--- src/rtl/keypad_scanner.sv ---
// 4x4 matrix keypad scanner: column drive, row sync, full-scan debounce and
// one-hot key code with a single-cycle strobe on each newly accepted key.
module keypad_scanner #(
  parameter logic [15:0] SCAN_DIV       = 16'd50000,
  parameter logic [2:0]  DEBOUNCE_SCANS = 3'd4
) (
  input  logic        clk,
  input  logic        reset,
  input  logic [3:0]  keypad_row,
  output logic [3:0]  keypad_col,
  output logic [15:0] key_code_o,
  output logic        key_valid,
  output logic        key_strobe
);

  logic [3:0]  row_s1, row_s;
  logic [15:0] div_cnt;
  logic [1:0]  col_idx;
  logic [15:0] raw, prev;
  logic [2:0]  stable_cnt;
  logic        eval_pending;

  logic        col_done;
  logic        scan_match;
  logic        accept;
  logic        one_hot;
  logic [15:0] new_code;
  logic [2:0]  next_cnt;

  assign keypad_col = ~(4'b0001 << col_idx);
  assign col_done   = (div_cnt == SCAN_DIV - 16'd1);
  assign scan_match = (raw == prev);
  // Accept once this evaluation brings the count to the threshold, or it is already saturated.
  assign accept     = scan_match && (stable_cnt >= DEBOUNCE_SCANS - 3'd1);
  assign one_hot    = (raw != 16'h0000) && ((raw & (raw - 16'd1)) == 16'h0000);
  assign new_code   = one_hot ? raw : 16'h0000;

  always_comb begin
    next_cnt = 3'd0;
    if (scan_match) begin
      next_cnt = (stable_cnt >= DEBOUNCE_SCANS) ? DEBOUNCE_SCANS : stable_cnt + 3'd1;
    end
  end

  always_ff @(posedge clk or negedge reset) begin
    if (!reset) begin
      row_s1       <= 4'hF;
      row_s        <= 4'hF;
      div_cnt      <= 16'd0;
      col_idx      <= 2'd0;
      raw          <= 16'h0000;
      prev         <= 16'h0000;
      stable_cnt   <= 3'd0;
      eval_pending <= 1'b0;
      key_code_o   <= 16'h0000;
      key_valid    <= 1'b0;
      key_strobe   <= 1'b0;
    end else begin
      row_s1       <= keypad_row;
      row_s        <= row_s1;
      key_strobe   <= 1'b0;
      eval_pending <= col_done && (col_idx == 2'd3);

      if (col_done) begin
        div_cnt                   <= 16'd0;
        raw[{col_idx, 2'b00} +: 4] <= ~row_s;
        col_idx                   <= col_idx + 2'd1;
      end else begin
        div_cnt <= div_cnt + 16'd1;
      end

      // Evaluation runs alongside column 0 of the next scan; raw is not touched until
      // column 0 is sampled, SCAN_DIV cycles later.
      if (eval_pending) begin
        stable_cnt <= next_cnt;
        prev       <= raw;
        if (accept) begin
          key_code_o <= new_code;
          key_valid  <= |new_code;
          key_strobe <= (new_code != 16'h0000) && (new_code != key_code_o);
        end
      end
    end
  end

endmodule
--- config.mk ---
export PLATFORM = sky130hd
export DESIGN_NAME = keypad_scanner
export DESIGN_NICKNAME = d
export VERILOG_FILES = /design/src/rtl/keypad_scanner.sv
export SDC_FILE = /design/constraint.sdc
export NUM_CORES = 1
export LEC_CHECK = 0
export CAP_MARGIN = 15
export CORE_UTILIZATION = 40
export DETAILED_ROUTE_END_ITERATION = 16
export GPL_ROUTABILITY_DRIVEN = 0
export GPL_TIMING_DRIVEN = 0
export HOLD_SLACK_MARGIN = 0.03
export MAX_ROUTING_LAYER = met4
export PLACE_DENSITY = 0.62
export SYNTH_ARGS = -nofsm -noshare
export SYNTH_HDL_FRONTEND = slang
export SYNTH_SLANG_ARGS = --single-unit
export TNS_END_PERCENT = 1
--- constraint.sdc ---
create_clock -name clk -period 5.9 [get_ports clk]
set_input_delay 1.77 -clock clk [delete_from_list [all_inputs] [get_ports clk]]
set_output_delay 1.77 -clock clk [all_outputs]
set_load 0.01 [all_outputs]
# == Word-level counts from Yosys, hierarchy flattened ==
# Cells that the tools add are included.
# totals
output_inout_bits,22
word_cells,44
ff_bits,80
in_bits,6
# op_classes
n_addsub,5
mux,7
n_lt_le_gt_ge,2
reduce_logical,9
shift,3
n_bitwise,3
eq_ne,4
# op_table
cell,count
2-to-1 mux 16 bit,2
nonzero test 16 bit,2
adder 16 x 1 -> 16 bit (second input constant),1
bitwise AND 16 bit,1
bitwise mux 16 bit,1
equality test 16 bit,1
equality test 16 bit (second input constant),1
logical NOT 16 bit,1
!= test 16 bit,1
OR reduction 16 bit,1
variable shift 4 x 6 -> 16 bit (first input constant),1
indexed part select 4 x 6 -> 16 bit,1
subtractor 16 x 1 -> 16 bit (second input constant),1
NOT 4 bit,2
2-to-1 mux 3 bit,2
negation 4 -> 6 bit,1
logical AND 1 bit,4
<< shifter 1 x 2 -> 4 bit (first input constant),1
adder 3 x 1 -> 3 bit (second input constant),1
greater-or-equal comparator 3 x 2 -> 1 bit (second input constant),1
greater-or-equal comparator 3 bit (second input constant),1
adder 2 x 1 -> 2 bit (second input constant),1
equality test 2 bit (second input constant),1
2-to-1 mux 1 bit,2
AND reduction 2 bit,1

# == Depth between registers and ports, before layout ==
# Gate-level depths: netlist of run 1.
# depth
word_depth,9
mapped_depth,10

# == Worst setup path before layout of run 1 ==
# No wires, ideal clock.
# synth_timing
path_kind,register to register
start,register raw[2]
end,register key_strobe
n_path_buf,1
t_required_ns,5.764
arrival_ns,2.518
path_slack_ns,3.246
setup_ns,0.136
period_less_slack_ns,2.654
path_stages_with_launch,10
cell_sequence,dfrtp_1 -> or4_4 -> o21a_1 -> or3_4 -> a211oi_4 -> and2_1 -> buf_4 -> a22oi_1 -> nor4_1 -> a31oi_1
# synth_between
elab_chain_len,9
# synth_lines
item,line,rtl
start: declaration,19,"logic [15:0] raw, prev;"
start signal: indexed assignment,66,"raw[{col_idx, 2'b00} +: 4] <= ~row_s;"
subtractor 16 x 1 -> 16 bit,35,assign one_hot = (raw != 16'h0000) && ((raw & (raw - 16'd1)) == 16'h0000);
bitwise AND 16 bit,35,
logical NOT 16 bit,35,
logical AND 1 bit,35,
2-to-1 mux 16 bit,36,assign new_code = one_hot ? raw : 16'h0000;
!= test 16 bit or nonzero test 16 bit (tied branches),80,key_strobe <= (new_code != 16'h0000) && (new_code != key_code_o);
logical AND 1 bit,80,
2-to-1 mux 1 bit *,77,if (accept) begin
2-to-1 mux 1 bit *,74,if (eval_pending) begin
end signal: assignment,80,
end: declaration,13,output logic key_strobe
# Every way passes the cells marked *; elsewhere a longest branch is shown, timed or not.
# A chain may end at the register's enable or synchronous reset.

# == Worst setup path in the final report of run 1 ==
# layout_timing
start,register col_idx[0]
end,output keypad_col[0]
# layout_between
elab_chain_len,2
# layout_lines
item,line,rtl
start: declaration,18,logic [1:0] col_idx;
start signal: assignment,67,col_idx <= col_idx + 2'd1;
<< shifter 1 x 2 -> 4 bit,30,assign keypad_col = ~(4'b0001 << col_idx);
NOT 4 bit,30,
end: declaration,10,"output logic [3:0] keypad_col,"
# No other way between the ends.

==> impl_metrics.ini, run 1 <==
[status]
status = finished clean

[critical_path]
crit_chain = inv_1, ha_1, inv_1, clkdlybuf4s50_1
crit_type = reg2out
cp-end-kind = output pin
crit_path_top_delay_cell = clkdlybuf4s50_1
arrival_ns = 1.81
rrSetupSlack_ns = 2.79
rr_endpoint = key_strobe$_DFF_PN0_
path_delay_family = buffers and inverters
reg2reg_depth = 10
worst_setup_path_start_kind = flop
cpPeakStageDelay_ns = 0.55
cp_data_required_time_ns = 4.13
worstReg2RegStart = raw[4]$_DFFE_PN0P_
critPathMaxFanout = 6
cp_common_cell = inv_1
crit_buf_inv = 3

[flow_run]
cap_violations = 0

[global_routing]
overflow = 0
grt_start_max_net_pins = 47
grt_pass1_wl_um = 13900
grt_pass1_vias = 2762
track_usage_pct = 18.3
grt_antenna_before_repair = 0

[cells_and_area]
fill_cells = 912
layout-drive-gt1-share_pct = 13.0
final_cell_mix = dfrtp_1, nand2_1, xnor2_1
finish.utilization_pct = 47.7
mostFrequentLayoutCell = dfrtp_1
final_area_um2 = 4640
regArea_um2 = 2010
area_growth_pct = 16.3
diodes = 0
nNetsFinal = 433
multiInputGateArea_um2 = 1830

[yosys]
syn_area_per_cell_um2 = 10.5
synth-edff-count = 0
synthFlopType = dfrtp_1
ys_async_sr_fraction_pct = 100
ys_seq_elements = 80
synthesis.area_um2 = 3990
synthCells = 379
synth.distinct_cells = 48
yosys_warnings = 0
yosysSeqAreaShare_pct = 50.4
synth.net_count = 394

[die]
core_um2 = 9730
die-width_um = 102
die_h_um = 102
fp-row-count = 36
start_util_pct = 41.0
io_pins = 28
dieArea_um2 = 10400

[clock_network]
cts-htree-levels = 3
path_clk_slew_ns = 0.08
ctsLongestPathBuffers = 2
postCtsSetupRepairBufs = 0
cts_tree = yes
numClockSinks = 80
cts-root-buf = clkbuf_8
clkLatencyLatePin_ns = 0.36
numCtsBuffers = 9
cts_hold_buffers = 0
ctsResizeCount = 0

[hold_path]
hp-start = row_s1[0]$_DFF_PN1_
holdPathStages = 0
hold_class = reg2reg
hold_end = row_s[0]$_DFF_PN1_

[timing]
fmax_ghz = 0.279
hold_slack_ns = 0.358
finalHoldViolCount = 0
layout_worst_path_cycle_share_pct = 60.7
setup_viol = 0
finalSetupTns_ns = 0
slew-limit-headroom_pct = 28.7
fin_crit_ns = 3.58
finClkSkew_ns = 0.0131
rsz0062_at_grt = false
slew_violations = 0
max_slew.worst_pin.slew_ns = 1.06

[routing]
drt-total-wl_um = 8180
dr.pass1.iters = 4
wl_per_cell_um = 14.7
drc = 0
viasPerCell = 5.19
drtAntennaViolNets = 0
drt_iter0_markers = 109
route.vias.total = 2883

[placed_design]
io_buffers = 27
dp_hpwl_um = 5790
place_area_um2 = 4450

[power_and_ir_drop]
ir_worst_vdd_uv = 124
p_per_area_nw_per_um2 = 209
power_mw = 0.968
power_leakage_nw = 2.01
-- synth_stat cells, types with 2 or more instances --
master | n | area share [%]
and2_1 | 2 | 0.31
nand3_1 | 19 | 2.4
nor3_1 | 6 | 0.75
nor4_1 | 5 | 0.78
or2_2 | 3 | 0.47
mux2_2 | 16 | 4.5
nor2_1 | 19 | 1.8
or3_1 | 4 | 0.63
and3_1 | 6 | 0.94
buf_2 | 3 | 0.38
inv_1 | 11 | 1.0
a21oi_1 | 3 | 0.38
o21ai_0 | 14 | 1.8
nand3b_1 | 8 | 1.5
ha_1 | 9 | 2.8
nor2b_1 | 2 | 0.31
a22oi_1 | 5 | 0.94
dfrtp_1 | 72 | 45
dfstp_2 | 8 | 5.3
o31ai_1 | 16 | 3.0
a2111oi_0 | 3 | 0.66
a22o_1 | 14 | 3.1
xor2_1 | 8 | 1.8
clkbuf_1 | 16 | 1.5
o21ai_1 | 3 | 0.38
o211ai_1 | 6 | 1.1
a21o_1 | 2 | 0.38
nand2_1 | 42 | 4.0
nand4_1 | 5 | 0.78
xnor2_1 | 30 | 6.6
o21a_1 | 2 | 0.38
-- final cells by class --
class,count,area share [%]
Sequential cell,80,43.4
Multi-Input combinational cell,264,39.4
Timing Repair Buffer,28,6.36
Tap cell,133,3.59
Clock buffer,11,2.83
Buffer,23,2.21
Clock inverter,5,1.27
Inverter,12,0.971
-- per-stage QoR --
stage          std cells  worst slack (ns)
2_1_floorplan        379              3.25
3_3_place_gp         539             0.227
3_5_place_dp         540              2.71
4_1_cts              556              2.30
5_1_grt              556              2.20
6_report             556              2.32
-- logic make-up after synthesis --
logic type,synth area share [%]
mux,4.52
xor+xnor,8.34
buf+inv,3.70
flops,50.4
fa+ha+maj,3.07
simple gates,16.5
compound gates,13.4
-- power breakdown --
part           internal (mW)  total [mW]  switching [mW]
Sequential             0.553       0.555         0.00242
Clock                  0.196       0.397           0.202
Combinational        0.00461      0.0156          0.0110
-- sequential cells by signal (all words and copies together) (netlist names) --
name / count
div_cnt: 16
key_code_o: 16
prev: 16
raw: 16
row_s1: 4
row_s: 4
stable_cnt: 3
col_idx: 2
eval_pending: 1
key_strobe: 1
key_valid: 1
-- how the worst max path moves through the flow --
stage / from / end / slack [ns] / cells after the start
6_report: col_idx[0]$_DFFE_PN0N_ / keypad_col[0] / 2.32 / 4
5_1_grt: col_idx[0]$_DFFE_PN0N_ / keypad_col[0] / 2.20 / 4
4_1_cts: col_idx[0]$_DFFE_PN0N_ / keypad_col[0] / 2.30 / 4
3_5_place_dp: col_idx[0]$_DFFE_PN0N_ / keypad_col[0] / 2.71 / 4
3_3_place_gp: reset / div_cnt[6]$_DFF_PN0_ / 0.23 / 1
2_1_floorplan: raw[2]$_DFFE_PN0P_ / key_strobe$_DFF_PN0_ / 3.25 / 9
-- metal layers --
metal / wire (µm) / track usage (%) / share of wire, % / vias to the layer above
met2: 3730 / 27.0 / 46 / 48
met3: 288 / 3.90 / 3.5 / 11
met5: 0 / - / 0 / -
met4: 138 / 7.58 / 1.7 / 0
li1: - / - / - / 1416
met1: 4020 / 24.5 / 49 / 1408
Power figures use the tool's default switching activity.
==> run 2: changes to the inputs <==
==> constraint.sdc (replaced) <==
create_clock -name clk -period 3.6 [get_ports clk]
set_input_delay 1.08 -clock clk [delete_from_list [all_inputs] [get_ports clk]]
set_output_delay 1.08 -clock clk [all_outputs]
set_load 0.01 [all_outputs]
==> results of run 2 <==
The final DEF is identical to that of run 1. Status: finished clean.
Among the figures that moved: setup slack after placement 2.71 ns -> 0.485 ns; setup slack after layout 2.32 ns -> 0.491 ns; start point of the critical path col_idx[0]$_DFFE_PN0N_ -> raw[4]$_DFFE_PN0P_; end point of the critical path keypad_col[0] -> key_strobe$_DFF_PN0_; register-to-register setup slack 2.79 ns -> 0.49 ns; total power 0.968 mW -> 1.59 mW; worst IR drop on VDD 124 µV -> 203 µV
